$ cat src/rtl/color_correct_matrix.sv
`default_nettype none
// ============================================================================
// Module : color_correct_matrix
// Desc   : 3-stage pipelined 3x3 colour-correction matrix with a shadow
//          coefficient bank that commits only on frame boundaries.
// Rev    : 1.0  initial release
// ============================================================================
module color_correct_matrix #(
    parameter int WIDTH  = 320,
    parameter int HEIGHT = 240,
    parameter int COEF_W = 12,
    parameter int FRAC   = 8
) (
    input  logic              clk,
    input  logic              reset,
    input  logic [7:0]        iR,
    input  logic [7:0]        iG,
    input  logic [7:0]        iB,
    input  logic              iValid,
    input  logic              iCoefWe,
    input  logic [3:0]        iCoefAddr,
    input  logic [COEF_W-1:0] iCoefData,
    output logic [7:0]        oR,
    output logic [7:0]        oG,
    output logic [7:0]        oB,
    output logic              oValid,
    output logic              oDone,
    output logic              oCoefPending
);

    localparam int NPIX   = WIDTH * HEIGHT;
    localparam int CNT_W  = (NPIX > 1) ? $clog2(NPIX) : 1;
    localparam int PROD_W = COEF_W + 9;
    localparam int SUM_W  = COEF_W + 11;

    localparam logic [CNT_W-1:0]         c_last  = CNT_W'(NPIX - 1);
    localparam logic signed [COEF_W-1:0] c_one   = COEF_W'(1 << FRAC);
    localparam logic signed [SUM_W-1:0]  c_round = SUM_W'(1 << (FRAC - 1));

    // Control state
    logic signed [COEF_W-1:0] active_q [9];
    logic signed [COEF_W-1:0] active_d [9];
    logic signed [COEF_W-1:0] shadow_q [9];
    logic signed [COEF_W-1:0] shadow_d [9];
    logic                     pend_q, pend_d;
    logic [CNT_W-1:0]         cnt_q, cnt_d;
    logic                     w_last_acc;
    logic                     w_commit;
    logic                     w_wr_hit;

    // Pipeline state
    logic [7:0]               w_pix    [3];
    logic signed [PROD_W-1:0] prod_q   [9];
    logic signed [PROD_W-1:0] prod_d   [9];
    logic signed [SUM_W-1:0]  sum_q    [3];
    logic signed [SUM_W-1:0]  sum_d    [3];
    logic signed [SUM_W-1:0]  w_sh     [3];
    logic [7:0]               out_q    [3];
    logic [7:0]               out_d    [3];
    logic                     v1_q, v2_q, valid_q;
    logic                     last1_q, last2_q, done_q;

    assign w_last_acc = iValid && (cnt_q == c_last);

    always_comb begin
        cnt_d = cnt_q;
        if (iValid) begin
            cnt_d = w_last_acc ? '0 : cnt_q + 1'b1;
        end

        // Idle at counter 0 is a frame gap; the last pixel closes a frame.
        w_commit = pend_q && (w_last_acc || ((cnt_q == '0) && !iValid));

        w_wr_hit = 1'b0;
        for (int i = 0; i < 9; i++) begin
            shadow_d[i] = shadow_q[i];
            active_d[i] = w_commit ? shadow_q[i] : active_q[i];
            if (iCoefWe && (iCoefAddr == 4'(i))) begin
                shadow_d[i] = iCoefData;
                w_wr_hit    = 1'b1;
            end
        end

        // A write landing in a commit cycle keeps the bank pending.
        if (w_wr_hit) begin
            pend_d = 1'b1;
        end else if (w_commit) begin
            pend_d = 1'b0;
        end else begin
            pend_d = pend_q;
        end
    end

    always_ff @(posedge clk or posedge reset) begin
        if (reset) begin
            cnt_q  <= '0;
            pend_q <= 1'b0;
            for (int i = 0; i < 9; i++) begin
                active_q[i] <= ((i % 4) == 0) ? c_one : '0;
                shadow_q[i] <= ((i % 4) == 0) ? c_one : '0;
            end
        end else begin
            cnt_q  <= cnt_d;
            pend_q <= pend_d;
            for (int i = 0; i < 9; i++) begin
                active_q[i] <= active_d[i];
                shadow_q[i] <= shadow_d[i];
            end
        end
    end

    assign w_pix[0] = iR;
    assign w_pix[1] = iG;
    assign w_pix[2] = iB;

    always_comb begin
        for (int i = 0; i < 9; i++) begin
            prod_d[i] = PROD_W'(active_q[i]) * PROD_W'($signed({1'b0, w_pix[i % 3]}));
        end
        for (int r = 0; r < 3; r++) begin
            sum_d[r] = SUM_W'(prod_q[3*r]) + SUM_W'(prod_q[3*r+1])
                     + SUM_W'(prod_q[3*r+2]) + c_round;
        end
        for (int r = 0; r < 3; r++) begin
            w_sh[r] = sum_q[r] >>> FRAC;
            if (w_sh[r][SUM_W-1]) begin
                out_d[r] = 8'd0;
            end else if (|w_sh[r][SUM_W-2:8]) begin
                out_d[r] = 8'd255;
            end else begin
                out_d[r] = w_sh[r][7:0];
            end
        end
    end

    // Data registers only load with a valid pixel so outputs hold across gaps.
    always_ff @(posedge clk or posedge reset) begin
        if (reset) begin
            v1_q    <= 1'b0;
            v2_q    <= 1'b0;
            valid_q <= 1'b0;
            last1_q <= 1'b0;
            last2_q <= 1'b0;
            done_q  <= 1'b0;
            for (int i = 0; i < 9; i++) prod_q[i] <= '0;
            for (int r = 0; r < 3; r++) begin
                sum_q[r] <= '0;
                out_q[r] <= '0;
            end
        end else begin
            v1_q    <= iValid;
            last1_q <= w_last_acc;
            v2_q    <= v1_q;
            last2_q <= v1_q && last1_q;
            valid_q <= v2_q;
            done_q  <= v2_q && last2_q;
            if (iValid) begin
                for (int i = 0; i < 9; i++) prod_q[i] <= prod_d[i];
            end
            if (v1_q) begin
                for (int r = 0; r < 3; r++) sum_q[r] <= sum_d[r];
            end
            if (v2_q) begin
                for (int r = 0; r < 3; r++) out_q[r] <= out_d[r];
            end
        end
    end

    assign oR           = out_q[0];
    assign oG           = out_q[1];
    assign oB           = out_q[2];
    assign oValid       = valid_q;
    assign oDone        = done_q;
    assign oCoefPending = pend_q;

endmodule
`default_nettype wire

$ cat config.mk
export PLATFORM = sky130hd
export DESIGN_NAME = color_correct_matrix
export DESIGN_NICKNAME = d
export VERILOG_FILES = /design/src/rtl/color_correct_matrix.sv
export SDC_FILE = /design/constraint.sdc
export NUM_CORES = 2
export LEC_CHECK = 0
export BUFFER_PORTS_ARGS = -buffer_cell sky130_fd_sc_hd__buf_4
export CAP_MARGIN = 0
export CORE_AREA = 2 2 400 402
export DETAILED_ROUTE_END_ITERATION = 8
export DIE_AREA = 0 0 402 404
export GPL_TIMING_DRIVEN = 1
export PLACE_DENSITY_LB_ADDON = 0.15
export SLEW_MARGIN = 25
export SYNTH_ARGS = -nofsm -noshare
export SYNTH_HDL_FRONTEND = slang
export SYNTH_SLANG_ARGS = --single-unit
$ cat constraint.sdc
create_clock -name clk -period 54.8 [get_ports clk]
set_clock_uncertainty 0.15 [all_clocks]
set_input_delay 10.96 -clock clk [delete_from_list [all_inputs] [get_ports clk]]
set_output_delay 10.96 -clock clk [all_outputs]
set_load 0.02 [all_outputs]
---- Yosys cells after proc, flatten, opt, wreduce, memory -nomap -nowiden ----
Index checks and enable logic that the tools add are counted.
word-level totals
  flip-flop bits (word level) ............. 522
  latch bits .............................. 0
  memory bits (writable) .................. 0
  ROM bits ................................ 0
  input bits .............................. 44
  output and inout port bits .............. 27
  memories ................................ 0
cells by class
  $add $sub $neg .......................... 10
  multipliers ............................. 9
  div/mod/pow operators ................... 0
  order comparisons ....................... 0
  eq/ne operators ......................... 9
  shift operators ......................... 0
  mux-type cells .......................... 18
  bitwise gates (word level) .............. 0
  reductions and logical operators ........ 22
operators with widths
  cell                     number
  $mul A12 B9 Y21          9
  $add A22 B21 Y23         3
  $add A23 B9 Y23 const B  3
  $add A21 B21 Y22         3
  $mux W8                  6
  $reduce_or A7 Y1         3
  $add A17 B1 Y17 const B  1
  $eq A17 B17 Y1 const B   1
  $logic_not A17 Y1        1
  $mux W17                 1
  $eq A4 B3 Y1 const B     4
  $logic_and A1 B1 Y1      14
  $mux W1                  11
  $eq A4 B2 Y1 const B     2
  $eq A4 B1 Y1 const B     1
  $eq A4 B4 Y1 const B     1
  $logic_not A4 Y1         1
  $reduce_bool A2 Y1       1
  $logic_not A1 Y1         1
  $logic_or A1 B1 Y1       1

---- Longest topological paths before layout ----
  word-level depth ........................ 12
  gate-level depth with buffers ........... 22
  mapped depth without buffers ............ 20

---- Worst setup path after synthesis ----
OpenSTA, ideal clock, no wires.
  path type ............................... input to register
  from .................................... input port iR[0]
  to ...................................... register prod_q[62] (netlist bit)
  setup time .............................. 69 ps
  data arrival time ....................... 15842 ps
  setup slack ............................. 38739 ps
  stages .................................. 21
  path buffers ............................ 2
  path through ............................ clkbuf_1 -> clkbuf_1 -> nand2_1 -> fa_1 -> inv_1 -> fa_1 -> ha_1 -> inv_1 -> fa_1 -> inv_1 -> fa_1 -> a21o_1 -> a21oi_1 -> nor2b_1 -> o21ai_0 -> a21oi_1 -> a41o_1 -> o41a_1 -> a211o_1 -> or4_1 -> nand3_1
between the ends
  word-level cells in the longest chain between the ends .. 1
ends and longest elaborated chain
  what             RTL line  source
  from (decl)      16        input logic [7:0] iR,
  $mul A12 B9 Y21  118       prod_d[i] = PROD_W'(active_q[i]) * PROD_W'($signed({1'b0, w_pix[i % 3]}));
  to (decl)        53        logic signed [PROD_W-1:0] prod_q [9];
No other way between the ends.
A chain may end at the register's enable or synchronous reset.

---- Final worst setup path ----
Same ends and word-level chain as after synthesis.

==> impl_metrics.py <==
metrics = {
    "run_status": {
        "status": "finished, final reports clean",
    },
    "cells_and_area": {
        "nFillCells": 16079,
        "drive_gt1_share_pct": 11.3,
        "multi_input_area_um2": 37100,
        "fin_nets": 6808,
        "regArea_um2": 12500,
        "post-route-util_pct": 38.0,
        "syn2layout_area_growth_pct": 8.98,
    },
    "cts": {
        "clk_pin_slew_ps": 60,
        "clock_latency_ps": 670,
        "cts-root-buf": "clkbuf_16",
        "numCtsBuffers": 68,
        "clock_sink_count": 498,
        "post_cts_resized": 0,
        "cts_tree": "built",
        "cts-hold-fix-buffers": 0,
        "post_cts.repair.setup_buffers": 0,
        "ctsHtreeMaxLevel": 3,
        "clockBufferDepth": 3,
    },
    "synthesis": {
        "ys_types": 66,
        "synth_fp_nets": 6867,
        "synth_area_um2": 55000,
        "synth_top_area_cell": "fa_1",
        "synthFlopType": "dfrtp_1",
        "synth.area.top_cells": "fa_1 (28%), dfrtp_1 (22%), ha_1 (11%), inv_1 (8.3%), mux2_2 (7.9%)",
        "synth_edf_count": 0,
        "ys_seq_area_share_pct": 22.7,
        "synthDominantCellAreaShare_pct": 27.7,
        "ys_ff_latch": 498,
        "yosysWarnings": 0,
        "avgSynthCellArea_um2": 9.89,
        "async_flop_share_pct": 100,
        "yosysMostFrequentCell": "inv_1",
        "synth_cells": 5561,
        "synthTopCellsByCount": "inv_1 (1223), fa_1 (762), nand2_1 (553)",
    },
    "placed_design": {
        "place_congestion": 0.797,
        "place.port_buffers": 70,
        "dpl.hpwl_um": 110000,
    },
    "setup_path": {
        "worstPathArrival_ps": 16130,
        "worst_r2r_path_depth": 19,
        "critPathMaxFanout": 36,
        "critical_path_class": "primary input to flip-flop",
        "critPathLaunchType": "primary input",
        "worstPathRequired_ps": 55240,
        "crit_path_end_kind": "flip-flop",
    },
    "die": {
        "die-area_um2": 162000,
        "die-height_um": 404,
        "die_w_um": 402,
        "io_pins": 71,
        "start_util_pct": 34.8,
        "rows": 146,
        "core_um2": 158000,
    },
    "global_route": {
        "grt_usage_pct": 18.2,
        "grt_pass1_vias": 38438,
        "grt_max_degree": 145,
        "antenna_found_initial": 20,
        "grt_pass1_wl_um": 228000,
        "gr-total-overflow": 0,
    },
    "sta": {
        "post-route-period-util_pct": 28.6,
        "max_freq_mhz": 63.7,
        "fin_crit_ps": 15690,
        "fin_tns_setup_ps": 0,
        "timing.final.hold_violations": 0,
        "tightestPinTransition_ps": 956,
        "rsz0062_at_grt": "false",
        "hold_slack_ps": 331,
        "finalMaxSlewViolations": 0,
        "max_slew_margin_pct": 36.1,
        "setup_viol": 0,
    },
    "detailed_routing": {
        "drtIter0Drc": 1553,
        "wl_per_cell_um": 18.7,
        "dr_total_vias": 35937,
        "firstDrtPassIters": 6,
        "ant_nets": 0,
        "drc_errors": 0,
        "totalWireLength_um": 143000,
        "viasPerCell": 4.71,
    },
    "flow_run": {
        "maxCapViolCount": 0,
    },
    "worst_hold_path": {
        "hold_path_class": "flip-flop to flip-flop",
        "hold_path_depth": 2,
    },
}
## final cells by class
type                       instances  share of cell area, %
timing repair buffer              90                   1.21
antenna                            9                 0.0376
multi-input combinational       3621                   62.0
tap                             2072                   4.33
sequential                       498                   20.8
inverter                        1223                   7.67
clock inverter                    38                  0.902
clock buffer                      85                   3.05
## registers in the layout, indices dropped and copies added, names as in the netlist
name and cells:
prod_q 189, active_q 108, shadow_q 108, sum_q 45, cnt_q 17, oB 8, oG 8, oR 8
last1_q 1, last2_q 1, oCoefPending 1, oDone 1, oValid 1, v1_q 1, v2_q 1
## critical path: stages
cell     delay [ps]
buf_4           420
nand2_1         150
fa_1            550
inv_1            60
fa_1            460
ha_1            280
inv_1            50
fa_1            470
inv_1            60
fa_1            400
a21o_1          200
a21oi_1         220
nor2b_1          70
o21ai_0         200
a21oi_1         120
a41o_1          270
o41a_1          390
a211o_1         300
or4_1           390
nand3_1          70
## per-layer routing
layer / global-route usage [%] / part of all wire [%] / wire length [um] / vias up
met3: 2.24 / 3.2 / 4590 / 121
met2: 30.0 / 46 / 66300 / 410
met1: 25.7 / 48 / 69300 / 18343
li1: - / - / - / 17059
met4: 4.02 / 1.8 / 2530 / 4
met5: 0.714 / 0.12 / 167 / -
## per-stage QoR
step / std cells / instance area (um2) / worst slack, ps
2_1_floorplan: 5561 / 55000 / 29800
3_3_place_gp: 7501 / 57500 / 38430
3_5_place_dp: 7502 / 57500 / 38480
4_1_cts: 7625 / 59900 / 39160
5_1_grt: 7629 / 59900 / 38590
6_report: 7636 / 59900 / 39110
## kinds of logic (layout without fill, tap and decap cells)
kind of cell,Yosys count,after routing,share of synthesized area [%]
flops,498,498,22.7
xor+xnor,203,203,3.23
mux,391,391,8.00
other cells,0,9,0
compound gates,483,483,5.66
fa+ha+maj,1262,1262,39.1
buf+inv,1442,1436,9.85
simple gates,1282,1282,11.5
## final timing paths
| kind | endpoint | slack [ps] | start |
|---|---|---|---|
| worst max-delay path | prod_q[62]$_DFFE_PP0P_ | 39110 | iR[0] |
| worst min-delay path | sum_q[19]$_DFFE_PP0P_ | 330 | sum_q[19]$_DFFE_PP0P_ |
| worst max register to register | prod_q[62]$_DFFE_PP0P_ | 49270 | active_q[29]$_DFFE_PP0P_ |
| worst min register to register | sum_q[19]$_DFFE_PP0P_ | 330 | sum_q[19]$_DFFE_PP0P_ |
| max in group asynchronous | active_q[57]$_DFFE_PP0P_ | 42040 | reset |
| min in group asynchronous | prod_q[146]$_DFFE_PP0P_ | 10230 | reset |
## placed cells by master, fill, tap and decap left out, types with 18 or more instances in the layout
cell type,netlist,layout
and3_1,22,22
nand2_1,553,552
clkbuf_16,0,68
o21bai_1,36,36
nor2b_1,25,25
xor2_1,43,43
and2_1,411,411
dfrtp_1,492,490
xnor2_1,160,160
a21o_1,52,52
or3_1,23,23
a21oi_1,156,156
a211oi_1,18,18
nor3_1,32,32
mux2_2,386,386
ha_1,500,500
nor2_1,110,110
inv_1,1223,1221
o21ai_0,95,95
nand3_1,49,49
buf_4,0,84
fa_1,762,762
Power is left out: the tool's default activity adds up to more than one toggle a clock period on the data nets, which glitch-free logic cannot reach.
